==> src/rtl/alu_seq_pkg.sv <==
// Shared types and constants for the ALU issue sequencer: FSM states,
// decoded-instruction record, ALU op codes and F register bit positions.
package alu_seq_pkg;

    // Register index of the accumulator and the operand index meaning (HL).
    localparam logic [2:0] A_IDX_DEFAULT      = 3'd7;
    localparam logic [2:0] HL_IND_IDX_DEFAULT = 3'd6;

    typedef enum logic [2:0] {
        S_IDLE   = 3'd0,
        S_MEM_RD = 3'd1,
        S_ISSUE  = 3'd2,
        S_EXEC   = 3'd3,
        S_WB     = 3'd4,
        S_MEM_WR = 3'd5
    } state_t;

    typedef enum logic {
        DST_REG = 1'b0,
        DST_MEM = 1'b1
    } dst_class_t;

    // Main ALU group (ext=0, misc=0)
    localparam logic [2:0] OP_ADD  = 3'd0;
    localparam logic [2:0] OP_ADC  = 3'd1;
    localparam logic [2:0] OP_SUB  = 3'd2;
    localparam logic [2:0] OP_SBC  = 3'd3;
    localparam logic [2:0] OP_AND  = 3'd4;
    localparam logic [2:0] OP_XOR  = 3'd5;
    localparam logic [2:0] OP_OR   = 3'd6;
    localparam logic [2:0] OP_CP   = 3'd7;
    // CB shift/rotate group (ext=1, misc=0)
    localparam logic [2:0] OP_RLC  = 3'd0;
    localparam logic [2:0] OP_RRC  = 3'd1;
    localparam logic [2:0] OP_RL   = 3'd2;
    localparam logic [2:0] OP_RR   = 3'd3;
    localparam logic [2:0] OP_SLA  = 3'd4;
    localparam logic [2:0] OP_SRA  = 3'd5;
    localparam logic [2:0] OP_SWAP = 3'd6;
    localparam logic [2:0] OP_SRL  = 3'd7;
    // Accumulator misc group (ext=0, misc=1)
    localparam logic [2:0] OP_RLCA = 3'd0;
    localparam logic [2:0] OP_RRCA = 3'd1;
    localparam logic [2:0] OP_RLA  = 3'd2;
    localparam logic [2:0] OP_RRA  = 3'd3;
    localparam logic [2:0] OP_DAA  = 3'd4;
    localparam logic [2:0] OP_CPL  = 3'd5;
    localparam logic [2:0] OP_SCF  = 3'd6;
    localparam logic [2:0] OP_CCF  = 3'd7;
    // Bit group (ext=1, misc=1) and inc/dec (incdec=1, misc=1)
    localparam logic [2:0] OP_BIT  = 3'd1;
    localparam logic [2:0] OP_RES  = 3'd2;
    localparam logic [2:0] OP_SET  = 3'd3;
    localparam logic [2:0] OP_INC  = 3'd0;
    localparam logic [2:0] OP_DEC  = 3'd1;

    // F register bit positions; the low nibble of F always reads as zero.
    localparam int F_Z = 7;
    localparam int F_N = 6;
    localparam int F_H = 5;
    localparam int F_C = 4;
    localparam logic [7:0] F_MASK = 8'((1 << F_Z) | (1 << F_N) | (1 << F_H) | (1 << F_C));

    // Everything the sequencer needs to remember about the accepted opcode.
    typedef struct packed {
        logic [2:0] op;
        logic       ext;
        logic       misc;
        logic       incdec;
        logic [2:0] bit_index;
        logic [2:0] src_idx;
        logic [2:0] dst_idx;
        dst_class_t dst_class;
        logic       wr_res;
        logic       wr_flags;
    } dec_t;

    // ALU t_cycle as a function of sequencer state.
    function automatic logic [1:0] t_cycle_of(state_t s);
        logic [1:0] t;
        t = 2'b00;
        case (s)
            S_EXEC:   t = 2'b01;
            S_WB:     t = 2'b10;
            S_MEM_WR: t = 2'b11;
            default:  t = 2'b00;
        endcase
        return t;
    endfunction

endpackage

==> src/rtl/alu_seq_decode.sv <==
// Combinational opcode decoder: maps a base-page or CB-page opcode onto the
// ALU control fields, operand/destination indices and writeback masks.
module alu_seq_decode
    import alu_seq_pkg::*;
#(
    parameter logic [2:0] A_IDX      = A_IDX_DEFAULT,
    parameter logic [2:0] HL_IND_IDX = HL_IND_IDX_DEFAULT
) (
    input  logic [7:0] opcode,
    input  logic       cb,
    output logic [2:0] op,
    output logic       ext,
    output logic       misc,
    output logic       incdec,
    output logic [2:0] bit_index,
    output logic [2:0] src_idx,
    output logic [2:0] dst_idx,
    output logic       src_mem,
    output logic       dst_mem,
    output logic       wr_res,
    output logic       wr_flags,
    output logic       illegal
);

    logic [1:0] grp;
    logic [2:0] mid;
    logic [2:0] low;

    assign grp = opcode[7:6];
    assign mid = opcode[5:3];
    assign low = opcode[2:0];

    // Field decode; every output defaulted first so no latches form.
    always_comb begin
        op        = 3'd0;
        ext       = 1'b0;
        misc      = 1'b0;
        incdec    = 1'b0;
        bit_index = 3'd0;
        src_idx   = low;
        dst_idx   = A_IDX;
        wr_res    = 1'b1;
        wr_flags  = 1'b1;
        illegal   = 1'b0;

        if (cb) begin
            ext     = 1'b1;
            dst_idx = low;
            case (grp)
                2'b00: op = mid;
                2'b01: begin
                    misc      = 1'b1;
                    op        = OP_BIT;
                    bit_index = mid;
                    wr_res    = 1'b0;
                end
                2'b10: begin
                    misc      = 1'b1;
                    op        = OP_RES;
                    bit_index = mid;
                    wr_flags  = 1'b0;
                end
                default: begin
                    misc      = 1'b1;
                    op        = OP_SET;
                    bit_index = mid;
                    wr_flags  = 1'b0;
                end
            endcase
        end else if (grp == 2'b10) begin
            op = mid;
            // CP only compares; A is left untouched.
            if (mid == OP_CP) wr_res = 1'b0;
        end else if (grp == 2'b00) begin
            case (low)
                3'b111: begin
                    misc    = 1'b1;
                    op      = mid;
                    src_idx = A_IDX;
                    // SCF/CCF only touch the carry flag.
                    if (mid == OP_SCF || mid == OP_CCF) wr_res = 1'b0;
                end
                3'b100: begin
                    misc    = 1'b1;
                    incdec  = 1'b1;
                    op      = OP_INC;
                    src_idx = mid;
                    dst_idx = mid;
                end
                3'b101: begin
                    misc    = 1'b1;
                    incdec  = 1'b1;
                    op      = OP_DEC;
                    src_idx = mid;
                    dst_idx = mid;
                end
                default: illegal = 1'b1;
            endcase
        end else begin
            illegal = 1'b1;
        end

        if (illegal) begin
            wr_res   = 1'b0;
            wr_flags = 1'b0;
        end
    end

    assign src_mem = (src_idx == HL_IND_IDX) && !illegal;
    assign dst_mem = (dst_idx == HL_IND_IDX);

endmodule

==> src/rtl/alu_sequencer.sv <==
// Issue-side controller for the 8-bit ALU. Accepts one opcode at a time,
// optionally fetches an (HL) operand, steps the ALU through its t-cycles and
// writes the result and flags back to the register file, F or memory.
//
// Handshake: an opcode transfers on a cycle where instr_valid and
// instr_ready are both high; instr_ready is high only while idle. Memory
// requests are held high until the matching ack is seen high on a clock
// edge; acks outside an outstanding request have no effect.
module alu_sequencer
    import alu_seq_pkg::*;
#(
    parameter logic [2:0] A_IDX      = A_IDX_DEFAULT,
    parameter logic [2:0] HL_IND_IDX = HL_IND_IDX_DEFAULT
) (
    input  logic       clk,
    input  logic       rst,
    input  logic       instr_valid,
    output logic       instr_ready,
    input  logic [7:0] instr_opcode,
    input  logic       instr_cb,
    output logic       done,
    output logic       illegal,
    output logic [2:0] alu_op,
    output logic       alu_ext,
    output logic       alu_misc,
    output logic       alu_incdec,
    output logic       alu_src_sel,
    output logic [2:0] alu_bit_index,
    output logic [1:0] alu_t_cycle,
    output logic       alu_begin,
    input  logic [7:0] alu_res,
    input  logic [7:0] alu_flags,
    input  logic       alu_wr_en_flags,
    output logic [2:0] reg_rd_idx,
    output logic       reg_wr_en,
    output logic [2:0] reg_wr_idx,
    output logic [7:0] reg_wr_data,
    output logic       flags_wr_en,
    output logic [7:0] flags_wr_data,
    output logic       mem_rd_req,
    input  logic       mem_rd_ack,
    input  logic [7:0] mem_rd_data,
    output logic [7:0] mem_data,
    output logic       mem_wr_req,
    input  logic       mem_wr_ack,
    output logic [7:0] mem_wr_data
);

    // FSM state; kept as a named signal so checkers can bind to it.
    state_t state;
    state_t state_next;

    dec_t   dec_in;
    dec_t   dec_q;
    logic   dec_src_mem;
    logic   dec_dst_mem;
    logic   dec_illegal;

    logic [7:0] res_q;
    logic [7:0] flags_q;
    logic       flags_ok_q;
    logic [7:0] mem_data_q;
    logic       src_sel_q;
    logic       illegal_q;
    logic       done_wr_q;
    logic       accept;
    logic       result_to_mem;

    // The decoder always looks at the live opcode; its output is only
    // captured on the accept cycle.
    alu_seq_decode #(
        .A_IDX      (A_IDX),
        .HL_IND_IDX (HL_IND_IDX)
    ) u_decode (
        .opcode    (instr_opcode),
        .cb        (instr_cb),
        .op        (dec_in.op),
        .ext       (dec_in.ext),
        .misc      (dec_in.misc),
        .incdec    (dec_in.incdec),
        .bit_index (dec_in.bit_index),
        .src_idx   (dec_in.src_idx),
        .dst_idx   (dec_in.dst_idx),
        .src_mem   (dec_src_mem),
        .dst_mem   (dec_dst_mem),
        .wr_res    (dec_in.wr_res),
        .wr_flags  (dec_in.wr_flags),
        .illegal   (dec_illegal)
    );

    assign dec_in.dst_class = dec_dst_mem ? DST_MEM : DST_REG;
    assign accept           = (state == S_IDLE) && instr_valid;
    assign result_to_mem    = dec_q.wr_res && (dec_q.dst_class == DST_MEM);

    // State register.
    always_ff @(posedge clk) begin
        if (rst) state <= S_IDLE;
        else     state <= state_next;
    end

    // Next state and per-state control strobes.
    always_comb begin
        state_next  = state;
        instr_ready = 1'b0;
        alu_begin   = 1'b0;
        reg_wr_en   = 1'b0;
        flags_wr_en = 1'b0;
        mem_rd_req  = 1'b0;
        mem_wr_req  = 1'b0;
        done        = done_wr_q;

        case (state)
            S_IDLE: begin
                instr_ready = 1'b1;
                if (instr_valid && !dec_illegal)
                    state_next = dec_src_mem ? S_MEM_RD : S_ISSUE;
            end
            S_MEM_RD: begin
                mem_rd_req = 1'b1;
                if (mem_rd_ack) state_next = S_ISSUE;
            end
            S_ISSUE: state_next = S_EXEC;
            S_EXEC: begin
                alu_begin  = 1'b1;
                state_next = S_WB;
            end
            S_WB: begin
                flags_wr_en = dec_q.wr_flags && flags_ok_q;
                reg_wr_en   = dec_q.wr_res && !result_to_mem;
                if (result_to_mem) begin
                    state_next = S_MEM_WR;
                end else begin
                    done       = 1'b1;
                    state_next = S_IDLE;
                end
            end
            S_MEM_WR: begin
                mem_wr_req = 1'b1;
                if (mem_wr_ack) state_next = S_IDLE;
            end
            default: state_next = S_IDLE;
        endcase
    end

    // Capture the decoded instruction and the (HL) operand.
    always_ff @(posedge clk) begin
        if (rst) begin
            dec_q      <= '0;
            src_sel_q  <= 1'b0;
            mem_data_q <= 8'h00;
        end else begin
            if (accept && !dec_illegal) begin
                dec_q     <= dec_in;
                src_sel_q <= 1'b0;
            end
            if (state == S_MEM_RD && mem_rd_ack) begin
                mem_data_q <= mem_rd_data;
                src_sel_q  <= 1'b1;
            end
        end
    end

    // Register ALU result and flags at the end of EXEC.
    always_ff @(posedge clk) begin
        if (rst) begin
            res_q      <= 8'h00;
            flags_q    <= 8'h00;
            flags_ok_q <= 1'b0;
        end else if (state == S_EXEC) begin
            res_q      <= alu_res;
            flags_ok_q <= alu_wr_en_flags;
            if (alu_wr_en_flags) flags_q <= alu_flags & F_MASK;
        end
    end

    // One-cycle illegal pulse, and done one cycle after the memory write ack.
    always_ff @(posedge clk) begin
        if (rst) begin
            illegal_q <= 1'b0;
            done_wr_q <= 1'b0;
        end else begin
            illegal_q <= accept && dec_illegal;
            done_wr_q <= (state == S_MEM_WR) && mem_wr_ack;
        end
    end

    assign illegal       = illegal_q;
    assign alu_op        = dec_q.op;
    assign alu_ext       = dec_q.ext;
    assign alu_misc      = dec_q.misc;
    assign alu_incdec    = dec_q.incdec;
    assign alu_bit_index = dec_q.bit_index;
    assign alu_src_sel   = src_sel_q;
    assign alu_t_cycle   = t_cycle_of(state);
    assign reg_rd_idx    = dec_q.src_idx;
    assign reg_wr_idx    = dec_q.dst_idx;
    assign reg_wr_data   = res_q;
    assign flags_wr_data = flags_q;
    assign mem_data      = mem_data_q;
    assign mem_wr_data   = res_q;

endmodule

==> config.mk <==
export PLATFORM = sky130hd
export DESIGN_NAME = alu_sequencer
export DESIGN_NICKNAME = d
export VERILOG_FILES = /design/src/rtl/alu_seq_pkg.sv /design/src/rtl/alu_seq_decode.sv /design/src/rtl/alu_sequencer.sv
export SDC_FILE = /design/constraint.sdc
export NUM_CORES = 1
export LEC_CHECK = 0
export ABC_AREA = 1
export CORE_MARGIN = 2
export CORE_UTILIZATION = 38
export CTS_CLUSTER_DIAMETER = 100
export DETAILED_ROUTE_END_ITERATION = 12
export PLACE_DENSITY = 0.77
export REMOVE_ABC_BUFFERS = 1
export SLEW_MARGIN = 20
export SYNTH_ARGS = -nofsm -noshare
export SYNTH_HDL_FRONTEND = slang
export SYNTH_SLANG_ARGS = --single-unit
export TNS_END_PERCENT = 30
==> constraint.sdc <==
create_clock -name clk -period 1.5 [get_ports clk]
set_input_delay 0.45 -clock clk [delete_from_list [all_inputs] [get_ports clk]]
set_output_delay 0.45 -clock clk [all_outputs]
set_load 0.05 [all_outputs]
==> metrics.md, run 1 <==
| Metric | Value |
|---|---|
| Distinct cells, synth | `34` |
| Num CTS Buffers | `5` |
| Setup repair after global routing missed its margin | `yes` |
| Worst clock skew | `about 0.0040 ns` |
| Antenna fix cells | `0` |
| Outcome | `complete, but fails checks` |
| Count of port buffers added during placement | `88` |
| Die Width | `about 80 um` |
| Filler Cell Count | `357` |
| First-pass GRT wire length | `between 10000 and 15000 um` |
| Worst setup EP type | `output pin` |
| GP Congestion | `0.866` |
| Clock tree from TritonCTS | `built` |
| Placement Rows | `27` |
| Maximum fanout count along the critical path | `4` |
| Max Cap Violations | `0` |
| Peak supply drop | `roughly 0.71 mV` |
| CTS root buf | `sky130_fd_sc_hd__clkbuf_8` |
| Count of endpoints failing hold in the final timing report | `0` |
| Violated checks | `negative setup slack` |
| Number of iterations in the first detailed-routing pass | `4` |
| Overall power consumption | `0.00372 W` |
| Cells along the critical path | `nor2_4 > nand2_4 > inv_2 > nand2_2 > nor2_4 > buf_12` |
| Post-DR wirelength/cell | `around 15 um` |
| Area of the die | `0.00642 sq mm` |
| Post-synthesis to final-layout area growth | `90.2%` |
| Leakage | `about 1.8 nW` |
| Commonest cells after routing, fill and taps aside | `sky130_fd_sc_hd__buf_12, sky130_fd_sc_hd__buf_4, sky130_fd_sc_hd__nor2_1` |
| Antenna violations before repair | `0` |
| Cell Area, Synth | `0.00220 sq mm` |
| Number of DRC markers after the initial detailed-route iteration | `between 200 and 250` |
| Delay of the slowest critical-path stage | `approximately 0.38 ns` |
| CP bufs+invs | `2` |
| Setup slack after placement | `-0.538 ns` |
| Final net count | `459` |
| Height of the chip | `80.1 um` |
| Power density of the placed cells | `889 mW/mm^2` |
| Critical Path RT | `roughly 1.1 ns` |
| Total area of sequential cells | `~910 sq um` |
| Worst hold-check slack | `0.476 ns` |
| Area occupied by multi-input gates | `0.00107 sq mm` |
| Synthesized instance count | `around 290` |
| Max-slew violation total from the final report | `0` |
| Initial Utilization | `roughly two fifths` |
| DRC viols | `0` |
| Worst min-delay path category | `reg -> reg` |
| Dominant delay contributor by cell family on the critical path | `flip-flops` |
| Overall fraction of global-route tracks in use | `between 20% and 30%` |
| Cell occurring most often along the worst timing path | `sky130_fd_sc_hd__nor2_4` |
| Fmax | `576 MHz` |
| CP Class | `reg -> out` |
| Warning count from the yosys run | `0` |
| Core Area | `approximately 0.0055 sq mm` |
| Synth Area per Inst | `roughly 7.5 sq um` |
| GRT overflow | `0` |
| Largest net degree at the start of global routing | `14` |
| Most area-hungry cell type in the Yosys netlist | `sky130_fd_sc_hd__dfxtp_1` |
| Final setup viols | `9` |
| Number of clock sinks | `45` |
| Boundary Pins | `just under 100` |
| Largest buffer count on any clock path | `2` |
| Worst Setup Slack, final | `-0.237 ns` |
| Post-DRT Antenna Nets | `0` |
| Worst setup SP type | `flip-flop` |
| HPWL reported at the end of detailed placement | `5270 um` |
| Clock period minus final worst setup slack | `approximately 1.7 ns` |
| Flip-flop and latch count after synthesis | `45` |
| Arrival time of the worst setup path | `approximately 1.3 ns` |
| Detailed Route WL | `about 7500 um` |
| Clock Pin Slew Worst Setup and Hold Paths | `about 0.08 ns` |
| Fraction of layout cells with a size suffix above 1 | `43.2%` |
| Count of vias placed by the detailed router | `between 2000 and 2500` |
| Share of the synthesized area in the top cell type | `between 40% and 50%` |
| Cells taking the most area after synthesis | `sky130_fd_sc_hd__dfxtp_1, sky130_fd_sc_hd__nor2_1, sky130_fd_sc_hd__buf_4` |
| CP max stage cell | `sky130_fd_sc_hd__dfxtp_4` |
| Via count of the first global-routing pass | `about 2400` |
| Clock insertion delay at the later pin of the skew report | `roughly 0.3 ns` |
| Detail-routed via count per cell | `4.99` |
| Sequential fraction of the synthesis area | `roughly two fifths` |
| Crit share post-route | `116%` |
| Number of hold buffers added after cts | `0` |
| Depth of the CTS H-tree | `2` |
[path summary, 6_finish.rpt]
check,start,endpoint,slack [ns],cells after the start
setup / recovery,state[1],reg_wr_en,-0.24,6
hold / removal,flags_ok_q,flags_ok_q,0.48,2
setup reg to reg,state[1],dec_q[2],0,9
hold reg to reg,flags_ok_q,flags_ok_q,0.48,2
[cells in the mapped netlist]
| library cell | count |
|---|---|
| sky130_fd_sc_hd__o21ai_0 | 25 |
| sky130_fd_sc_hd__a31oi_1 | 2 |
| sky130_fd_sc_hd__buf_1 | 2 |
| sky130_fd_sc_hd__nand2_2 | 4 |
| sky130_fd_sc_hd__nor3_2 | 1 |
| sky130_fd_sc_hd__a211oi_2 | 4 |
| sky130_fd_sc_hd__nand4_1 | 3 |
| sky130_fd_sc_hd__or2_1 | 1 |
| sky130_fd_sc_hd__o211ai_1 | 3 |
| sky130_fd_sc_hd__nand3_4 | 1 |
| sky130_fd_sc_hd__a21oi_1 | 18 |
| sky130_fd_sc_hd__nand3_1 | 12 |
| sky130_fd_sc_hd__a21oi_4 | 1 |
| sky130_fd_sc_hd__inv_2 | 2 |
| sky130_fd_sc_hd__nor3_1 | 3 |
| sky130_fd_sc_hd__nand2_4 | 1 |
| sky130_fd_sc_hd__nor2_1 | 55 |
| sky130_fd_sc_hd__conb_1 | 1 |
| sky130_fd_sc_hd__buf_4 | 25 |
| sky130_fd_sc_hd__dfxtp_1 | 45 |
| sky130_fd_sc_hd__buf_6 | 3 |
| sky130_fd_sc_hd__inv_1 | 25 |
| sky130_fd_sc_hd__nor2_4 | 4 |
| sky130_fd_sc_hd__a21oi_2 | 2 |
| sky130_fd_sc_hd__nand2_1 | 38 |
| sky130_fd_sc_hd__o21ai_2 | 1 |
| sky130_fd_sc_hd__clkbuf_1 | 3 |
| sky130_fd_sc_hd__o21bai_1 | 1 |
| sky130_fd_sc_hd__o22ai_1 | 2 |
| sky130_fd_sc_hd__buf_2 | 1 |
| sky130_fd_sc_hd__o21ai_1 | 2 |
| sky130_fd_sc_hd__nor2_2 | 1 |
| sky130_fd_sc_hd__nand3b_1 | 1 |
| sky130_fd_sc_hd__or2_2 | 1 |
[metrics by stage]
stage | cells | utilization [%] | instance area, sq um | TNS [ns]
after CTS | 488 | 74.0 | 4100 | -1.35
after global placement | 470 | 69.6 | 3860 | -9.72
final | 493 | 75.6 | 4190 | -1.53
after detailed placement | 470 | 69.6 | 3860 | -11.62
after global routing | 493 | 75.6 | 4190 | -2.19
after floorplan | 263 | - | 1970 | -11.34
[worst reg2reg max path, stage by stage, from the launching register on]
cell and delay, ns:
sky130_fd_sc_hd__dfxtp_4 0.38, sky130_fd_sc_hd__nor2_4 0.13, sky130_fd_sc_hd__buf_4 0.14, sky130_fd_sc_hd__nand2_4 0.06
sky130_fd_sc_hd__nor2_4 0.12, sky130_fd_sc_hd__nand2_4 0.10, sky130_fd_sc_hd__buf_12 0.13, sky130_fd_sc_hd__a21oi_4 0.13
sky130_fd_sc_hd__nand3b_1 0.12, sky130_fd_sc_hd__a21oi_2 0.13
[registers in the layout, summed over array words and instances, names as in the netlist, 3 cells and up]
name / count
mem_data: 8
mem_wr_data: 8
flags_wr_data: 4
alu_bit_index: 3
alu_op: 3
dec_q: 3
reg_rd_idx: 3
reg_wr_idx: 3
state: 3
[layout make-up]
cell class / count / area share (%)
clock buffers: 7 / 2.30
flip-flops and latches: 45 / 21.7
multi-input cells: 191 / 25.5
well taps: 72 / 2.15
repair buffers: 150 / 45.7
clock inverters: 1 / 0.119
inverters: 27 / 2.48
[layer usage]
layer | vias up | share of wire, % | track usage, %
met4 | 0 | 2.3 | 8.64
met1 | 1151 | 40 | 26.3
li1 | 1177 | - | -
met5 | - | 0 | 0
met3 | 20 | 5.7 | 4.27
met2 | 111 | 52 | 40.3
[where the power goes]
part	leakage [nW]	total (W)	internal (W)	switching [W]
clock network	0.0542	0.000830	0.000417	0.000414
logic	1.39	0.00149	0.000716	0.000772
registers	0.368	0.00140	0.00129	0.000118
total	1.82	0.00372	0.00242	0.00130
[repair_timing]
item	4_1_cts	5_1_grt
gates resized for setup	38	27
endpoints found under the setup margin	34	33
pin swaps	12	16
buffers inserted	10	5
[kinds of logic after synthesis]
kind of cell           synth area share, %
buffers and inverters                 15.7
AND/OR/NAND/NOR                       26.3
other                                0.170
flip-flops                            40.9
AO/OA/AOI/OAI                         16.9
(Power assumes the default switching activity.)
==> inputs of run 2 (changes only) <==
--- a/config.mk
+++ b/config.mk
@@ -12,6 +12,7 @@
 export DETAILED_ROUTE_END_ITERATION = 12
 export PLACE_DENSITY = 0.77
 export REMOVE_ABC_BUFFERS = 1
+export SKIP_CTS_REPAIR_TIMING = 1
 export SLEW_MARGIN = 20
 export SYNTH_ARGS = -nofsm -noshare
 export SYNTH_HDL_FRONTEND = slang
==> metrics.md, run 2 (synthesized netlist as in run 1, its figures left out) <==
| Metric | Value |
|---|---|
| Outcome | `complete, but fails checks (unchanged)` |
| Violated checks | `negative setup slack (unchanged)` |
| Count of port buffers added during placement | `88 (unchanged)` |
| Number of cells on the worst reg-to-reg path | `9 (unchanged)` |
| Leakage | `1.81 nW (was 1.82 nW)` |
| Die Width | `80.1 um (unchanged)` |
| Post-DRT Antenna Nets | `0 (unchanged)` |
| HPWL reported at the end of detailed placement | `5270 um (unchanged)` |
| Area of the die | `0.00642 sq mm (unchanged)` |
| Boundary Pins | `97 (unchanged)` |
| CTS root buf | `sky130_fd_sc_hd__clkbuf_8 (unchanged)` |
| Clock period minus final worst setup slack | `1.76 ns (was 1.74 ns)` |
| Crit share post-route | `117% (was 116%)` |
| Overall power consumption | `0.00368 W (was 0.00372 W)` |
| Worst Setup Slack, final | `-0.258 ns (was -0.237 ns)` |
| Number of clock sinks | `45 (unchanged)` |
| Most utilized layer in the global route result | `met2 (unchanged)` |
| Worst setup SP type | `flip-flop (unchanged)` |
| DRC viols | `0 (unchanged)` |
| Max Cap Violations | `0 (unchanged)` |
| Number of DRC markers after the initial detailed-route iteration | `166 (was 205)` |
| Setup slack after placement | `-0.538 ns (unchanged)` |
| Post-DR wirelength/cell | `14.9 um (was 15.1 um)` |
| Hold Path Origin | `flags_ok_q (unchanged)` |
| Setup repair after global routing missed its margin | `yes (unchanged)` |
| Worst hold endpoint | `flags_ok_q (unchanged)` |
| Num CTS Buffers | `5 (unchanged)` |
| Worst r2r dst | `reg_rd_idx[2] (was dec_q[2])` |
| Met1 capacity usage during global routing | `24.6% (was 26.3%)` |
| Count of endpoints failing hold in the final timing report | `0 (unchanged)` |
| Total area of sequential cells | `910 sq um (unchanged)` |
| Initial Utilization | `39.7% (unchanged)` |
| Worst min-delay path category | `reg -> reg (unchanged)` |
| Critical Path RT | `1.05 ns (about the same)` |
| Final instance area | `0.00413 sq mm (was 0.00419 sq mm)` |
| Commonest cells after routing, fill and taps aside | `sky130_fd_sc_hd__buf_12, sky130_fd_sc_hd__buf_4, sky130_fd_sc_hd__nor2_1 (unchanged)` |
| Antenna fix cells | `0 (unchanged)` |
| Max-slew violation total from the final report | `0 (unchanged)` |
| Final setup viols | `10 (was 9)` |
| Maximum fanout count along the critical path | `4 (unchanged)` |
| Count of vias placed by the detailed router | `2424 (was 2459)` |
| CP Class | `reg -> out (unchanged)` |
| Cell Area, Placed | `0.00386 sq mm (unchanged)` |
| Setup TNS after final layout | `-1.62 ns (was -1.53 ns)` |
| Met2 Track Usage GR | `36.7% (was 40.3%)` |
| Antenna violations before repair | `0 (unchanged)` |
| Clock tree from TritonCTS | `built (unchanged)` |
| Power density of the placed cells | `892 mW/mm^2 (was 889 mW/mm^2)` |
| GP Congestion | `0.866 (unchanged)` |
| Via count of the first global-routing pass | `2314 (was 2444)` |
| Clock insertion delay at the later pin of the skew report | `0.30 ns (about the same)` |
| Overall fraction of global-route tracks in use | `20.8% (was 22.5%)` |
| Depth of the CTS H-tree | `2 (unchanged)` |
| Number of iterations in the first detailed-routing pass | `5 (was 4)` |
| Core Area | `0.00554 sq mm (unchanged)` |
| Worst clock skew | `0.00598 ns (was 0.00402 ns)` |
| Filler Cell Count | `365 (was 357)` |
| Register-to-register setup slack | `0.01 ns (was 0 ns)` |
| Global-route met3 utilization | `4.16% (was 4.27%)` |
| Peak supply drop | `0.673 mV (was 0.708 mV)` |
| Placement Rows | `27 (unchanged)` |
| Detail-routed via count per cell | `5.00 (was 4.99)` |
| Detailed Route WL | `7240 um (was 7470 um)` |
| First-pass GRT wire length | `10400 um (was 11300 um)` |
| Arrival time of the worst setup path | `1.31 ns (was 1.29 ns)` |
| Largest buffer count on any clock path | `2 (unchanged)` |
| Largest net degree at the start of global routing | `14 (unchanged)` |
| Fraction of layout cells with a size suffix above 1 | `39.2% (was 43.2%)` |
| Leading cell type in the layout, fill and taps excluded | `sky130_fd_sc_hd__buf_12` |
| Final net count | `451 (was 459)` |
| Height of the chip | `80.1 um (unchanged)` |
| GRT overflow | `0 (unchanged)` |
| Post-synthesis to final-layout area growth | `87.3% (was 90.2%)` |
| Clock Pin Slew Worst Setup and Hold Paths | `0.08 ns (about the same)` |
| Fmax | `569 MHz (was 576 MHz)` |
| Cell depth of the worst min-delay path | `2 (unchanged)` |
| Worst setup EP type | `output pin (unchanged)` |
| FF-to-FF Start | `state[0] (was state[1])` |
| Area occupied by multi-input gates | `0.00104 sq mm (was 0.00107 sq mm)` |
-- run 2: changes by cell type in the layout (fill, tap and decap cells not counted), sizes merged --
cell,change
clkdlybuf4s50,+1
clkdlybuf4s15,-1
clkbuf,-3
buf,-8
dlymetal6s2s,+5
dlygate4sd2,-2
-- run 2: layer usage --
layer	vias to the layer above	wire, um
met3	25	466
li1	1162	-
met5	-	0
met2	125	3690
met1	1112	2850
met4	0	229
-- run 2: how the worst max path moves through the flow --
stage,from,slack (ns),endpoint,depth (start not counted)
2_1_floorplan,state[1],-1.25,alu_t_cycle[0],4
6_report,state[0],-0.26,reg_wr_en,6
5_1_grt,state[0],-0.33,reg_wr_en,6
4_1_cts,state[1],-0.33,done,5
3_3_place_gp,instr_opcode[7],-0.46,dec_q[2],9
3_5_place_dp,instr_opcode[7],-0.54,reg_rd_idx[2],9
-- run 2: report_power, final --
part	switching (W)	total, W	internal (W)
Clock	0.000408	0.000825	0.000417
Combinational	0.000758	0.00146	0.000700
Sequential	0.000112	0.00140	0.00129
Total	0.00128	0.00368	0.00240
-- run 2: area by class of cell --
class	instances	area share, %
Clock inverter	1	0.121
Sequential cell	45	22.1
Multi-Input combinational cell	191	25.2
Tap cell	72	2.18
Timing Repair Buffer	142	45.5
Inverter	27	2.58
Clock buffer	7	2.34
-- run 2: critical path, stage by stage, from the launching register on --
cell and delay (ns):
sky130_fd_sc_hd__dfxtp_4 0.37, sky130_fd_sc_hd__nor2_4 0.12, sky130_fd_sc_hd__nand2_2 0.09, sky130_fd_sc_hd__inv_2 0.07, sky130_fd_sc_hd__nand2_2 0.07, sky130_fd_sc_hd__nor2_4 0.14
sky130_fd_sc_hd__buf_12 0.14
-- run 2: through the flow --
stage | std cells | util (%) | hold WS, ns
floorplan | 263 | - | 0.435
finish | 485 | 74.5 | 0.475
global route | 485 | 74.5 | 0.486
global placement | 470 | 69.6 | 0.449
detailed placement | 470 | 69.6 | 0.463
CTS | 478 | 71.5 | 0.476
==> inputs of run 3 (changes only) <==
--- a/config.mk
+++ b/config.mk
@@ -6,11 +6,13 @@
 export NUM_CORES = 1
 export LEC_CHECK = 0
 export ABC_AREA = 1
+export ABC_CLOCK_PERIOD_IN_PS = 1800
+export CORE_ASPECT_RATIO = 1.1
 export CORE_MARGIN = 2
-export CORE_UTILIZATION = 38
+export CORE_UTILIZATION = 42
 export CTS_CLUSTER_DIAMETER = 100
 export DETAILED_ROUTE_END_ITERATION = 12
-export PLACE_DENSITY = 0.77
+export PLACE_DENSITY = 0.8
 export REMOVE_ABC_BUFFERS = 1
 export SKIP_CTS_REPAIR_TIMING = 1
 export SLEW_MARGIN = 20
==> constraint.sdc (replaced) <==
create_clock -name clk -period 1.8 [get_ports clk]
set_input_delay 0.54 -clock clk [delete_from_list [all_inputs] [get_ports clk]]
set_output_delay 0.54 -clock clk [all_outputs]
set_load 0.05 [all_outputs]
==> metrics.md, run 3 (synthesized netlist as in run 1, its figures left out) <==
| Metric | Value |
|---|---|
| Core Area | `0.00503 sq mm (was 0.00554 sq mm)` |
| Detailed Route WL | `5550 um (was 7240 um)` |
| Post-route core utilization | `68.0% (was 74.5%)` |
| Height of the chip | `79.9 um (was 80.1 um)` |
| Number of DRC markers after the initial detailed-route iteration | `125 (was 166)` |
| Depth of the CTS H-tree | `2 (unchanged)` |
| Initial Utilization | `43.7% (was 39.7%)` |
| Max-slew violation total from the final report | `0 (unchanged)` |
| GRT overflow | `0 (unchanged)` |
| Critical Path RT | `1.26 ns (was 1.05 ns)` |
| Overall fraction of global-route tracks in use | `19.1% (was 20.8%)` |
| Clock period minus final worst setup slack | `approximately 1.8 ns` |
| Number of iterations in the first detailed-routing pass | `4 (was 5)` |
| Final net count | `434 (was 451)` |
| Maximum fanout count along the critical path | `4 (unchanged)` |
| Die Width | `73.0 um (was 80.1 um)` |
| Clock Pin Slew Worst Setup and Hold Paths | `0.08 ns (about the same)` |
| Outcome | `complete, but fails checks (unchanged)` |
| Arrival time of the worst setup path | `1.26 ns (was 1.31 ns)` |
| Peak supply drop | `0.503 mV (was 0.673 mV)` |
| Power density of the placed cells | `792 mW/mm^2 (was 892 mW/mm^2)` |
| Count of vias placed by the detailed router | `2194 (was 2424)` |
| Worst Setup Slack, final | `-0.00480 ns (was -0.258 ns)` |
| GP Congestion | `0.917 (was 0.866)` |
| Setup TNS after final layout | `-0.00480 ns (was -1.62 ns)` |
| Commonest cells after routing, fill and taps aside | `sky130_fd_sc_hd__buf_4, sky130_fd_sc_hd__nor2_1, sky130_fd_sc_hd__dfxtp_1 (was sky130_fd_sc_hd__buf_12, sky130_fd_sc_hd__buf_4, sky130_fd_sc_hd__nor2_1)` |
| Detail-routed via count per cell | `4.83 (was 5.00)` |
| Largest net degree at the start of global routing | `25 (was 14)` |
| Worst setup SP type | `flip-flop (unchanged)` |
| Setup repair after global routing missed its margin | `yes (unchanged)` |
| Boundary Pins | `97 (unchanged)` |
| Final setup viols | `1 (was 10)` |
| Setup slack after placement | `-0.384 ns (was -0.538 ns)` |
| Filler Cell Count | `409 (was 365)` |
| DRC viols | `0 (unchanged)` |
| Clock tree from TritonCTS | `built (unchanged)` |
| Fraction of layout cells with a size suffix above 1 | `34.1% (was 39.2%)` |
| Leading cell type in the layout, fill and taps excluded | `sky130_fd_sc_hd__buf_4 (was sky130_fd_sc_hd__buf_12)` |
| Count of endpoints failing hold in the final timing report | `0 (unchanged)` |
| Antenna violations before repair | `0 (unchanged)` |
| Fmax | `554 MHz` |
| Clock insertion delay at the later pin of the skew report | `0.29 ns (was 0.30 ns)` |
| Post-synthesis to final-layout area growth | `55.4% (was 87.3%)` |
| Count of placed standard cells including taps | `443 (was 470)` |
| Non-Filler Instances | `454 (was 485)` |
| Violated checks | `negative setup slack (unchanged)` |
| Post-DRT Antenna Nets | `0 (unchanged)` |
| CP Class | `reg -> out (unchanged)` |
| Worst clock skew | `0.00575 ns (was 0.00598 ns)` |
| Placement Rows | `27 (unchanged)` |
| Number of clock sinks | `45 (unchanged)` |
| CTS root buf | `sky130_fd_sc_hd__clkbuf_8 (unchanged)` |
| Largest buffer count on any clock path | `2 (unchanged)` |
| Count of port buffers added during placement | `88 (unchanged)` |
| Max Cap Violations | `0 (unchanged)` |
| Area of the die | `0.00584 sq mm (was 0.00642 sq mm)` |
| First-pass GRT wire length | `8930 um (was 10400 um)` |
| Crit share post-route | `100%` |
| Leakage | `1.57 nW (was 1.81 nW)` |
| Worst min-delay path category | `reg -> reg (unchanged)` |
| Worst setup EP type | `output pin (unchanged)` |
| Post-DR wirelength/cell | `12.2 um (was 14.9 um)` |
| Num CTS Buffers | `5 (unchanged)` |
| HPWL reported at the end of detailed placement | `4320 um (was 5270 um)` |
| Via count of the first global-routing pass | `1997 (was 2314)` |
| Antenna fix cells | `0 (unchanged)` |
[run 3: changes by cell type in the layout (fill, tap and decap cells not counted), moves of 3 or more]
cell,before,now
sky130_fd_sc_hd__inv_1,17,21
sky130_fd_sc_hd__buf_12,56,16
sky130_fd_sc_hd__inv_2,8,5
sky130_fd_sc_hd__buf_4,50,73
sky130_fd_sc_hd__nand2_4,4,0
sky130_fd_sc_hd__nand2_1,32,35
[run 3: layout make-up]
type	instances	area [sq um]	share of cell area, %
Clock inverter	2	10.0	0.293
Clock buffer	6	72.6	2.12
Sequential cell	45	906	26.5
Timing Repair Buffer	125	1240	36.3
Inverter	27	104	3.03
Tap cell	58	72.6	2.12
Multi-Input combinational cell	191	1010	29.6
[run 3: path summary, 6_finish.rpt]
path,slack [ns],startpoint,endpoint,cells past startpoint
worst max-delay path,-0.005,state[0],reg_wr_en,6
worst min-delay path,0.46,flags_ok_q,flags_ok_q,2
worst max register to register,0.38,state[0],mem_data[5],8
worst min register to register,0.46,flags_ok_q,flags_ok_q,2
[run 3: power breakdown]
group / switching (W) / internal, W
sequential: 0.0000560 / 0.00107
clock: 0.000330 / 0.000269
combinational: 0.000583 / 0.000400
total: 0.000969 / 0.00174
[run 3: routing by layer]
metal	track usage, %	wire, um
met1	24.3	2320
met4	4.63	67
met2	32.0	2840
met5	0	0
met3	5.05	331
[run 3: worst max-delay path: stages (launching register included)]
cell,delay (ns)
sky130_fd_sc_hd__dfxtp_2,0.35
sky130_fd_sc_hd__nor2_4,0.13
sky130_fd_sc_hd__nand2_2,0.08
sky130_fd_sc_hd__inv_2,0.07
sky130_fd_sc_hd__nand2_2,0.06
sky130_fd_sc_hd__nor2_4,0.13
sky130_fd_sc_hd__buf_12,0.14
[run 3: per-stage QoR]
stage               total power [W]  hold WS [ns]  instance area (sq um)
floorplan                   0.00166         0.435                   1970
global placement            0.00208         0.449                   3240
detailed placement          0.00210         0.454                   3240
CTS                         0.00270         0.465                   3320
global route                0.00284         0.484                   3420
finish                      0.00271         0.461                   3420
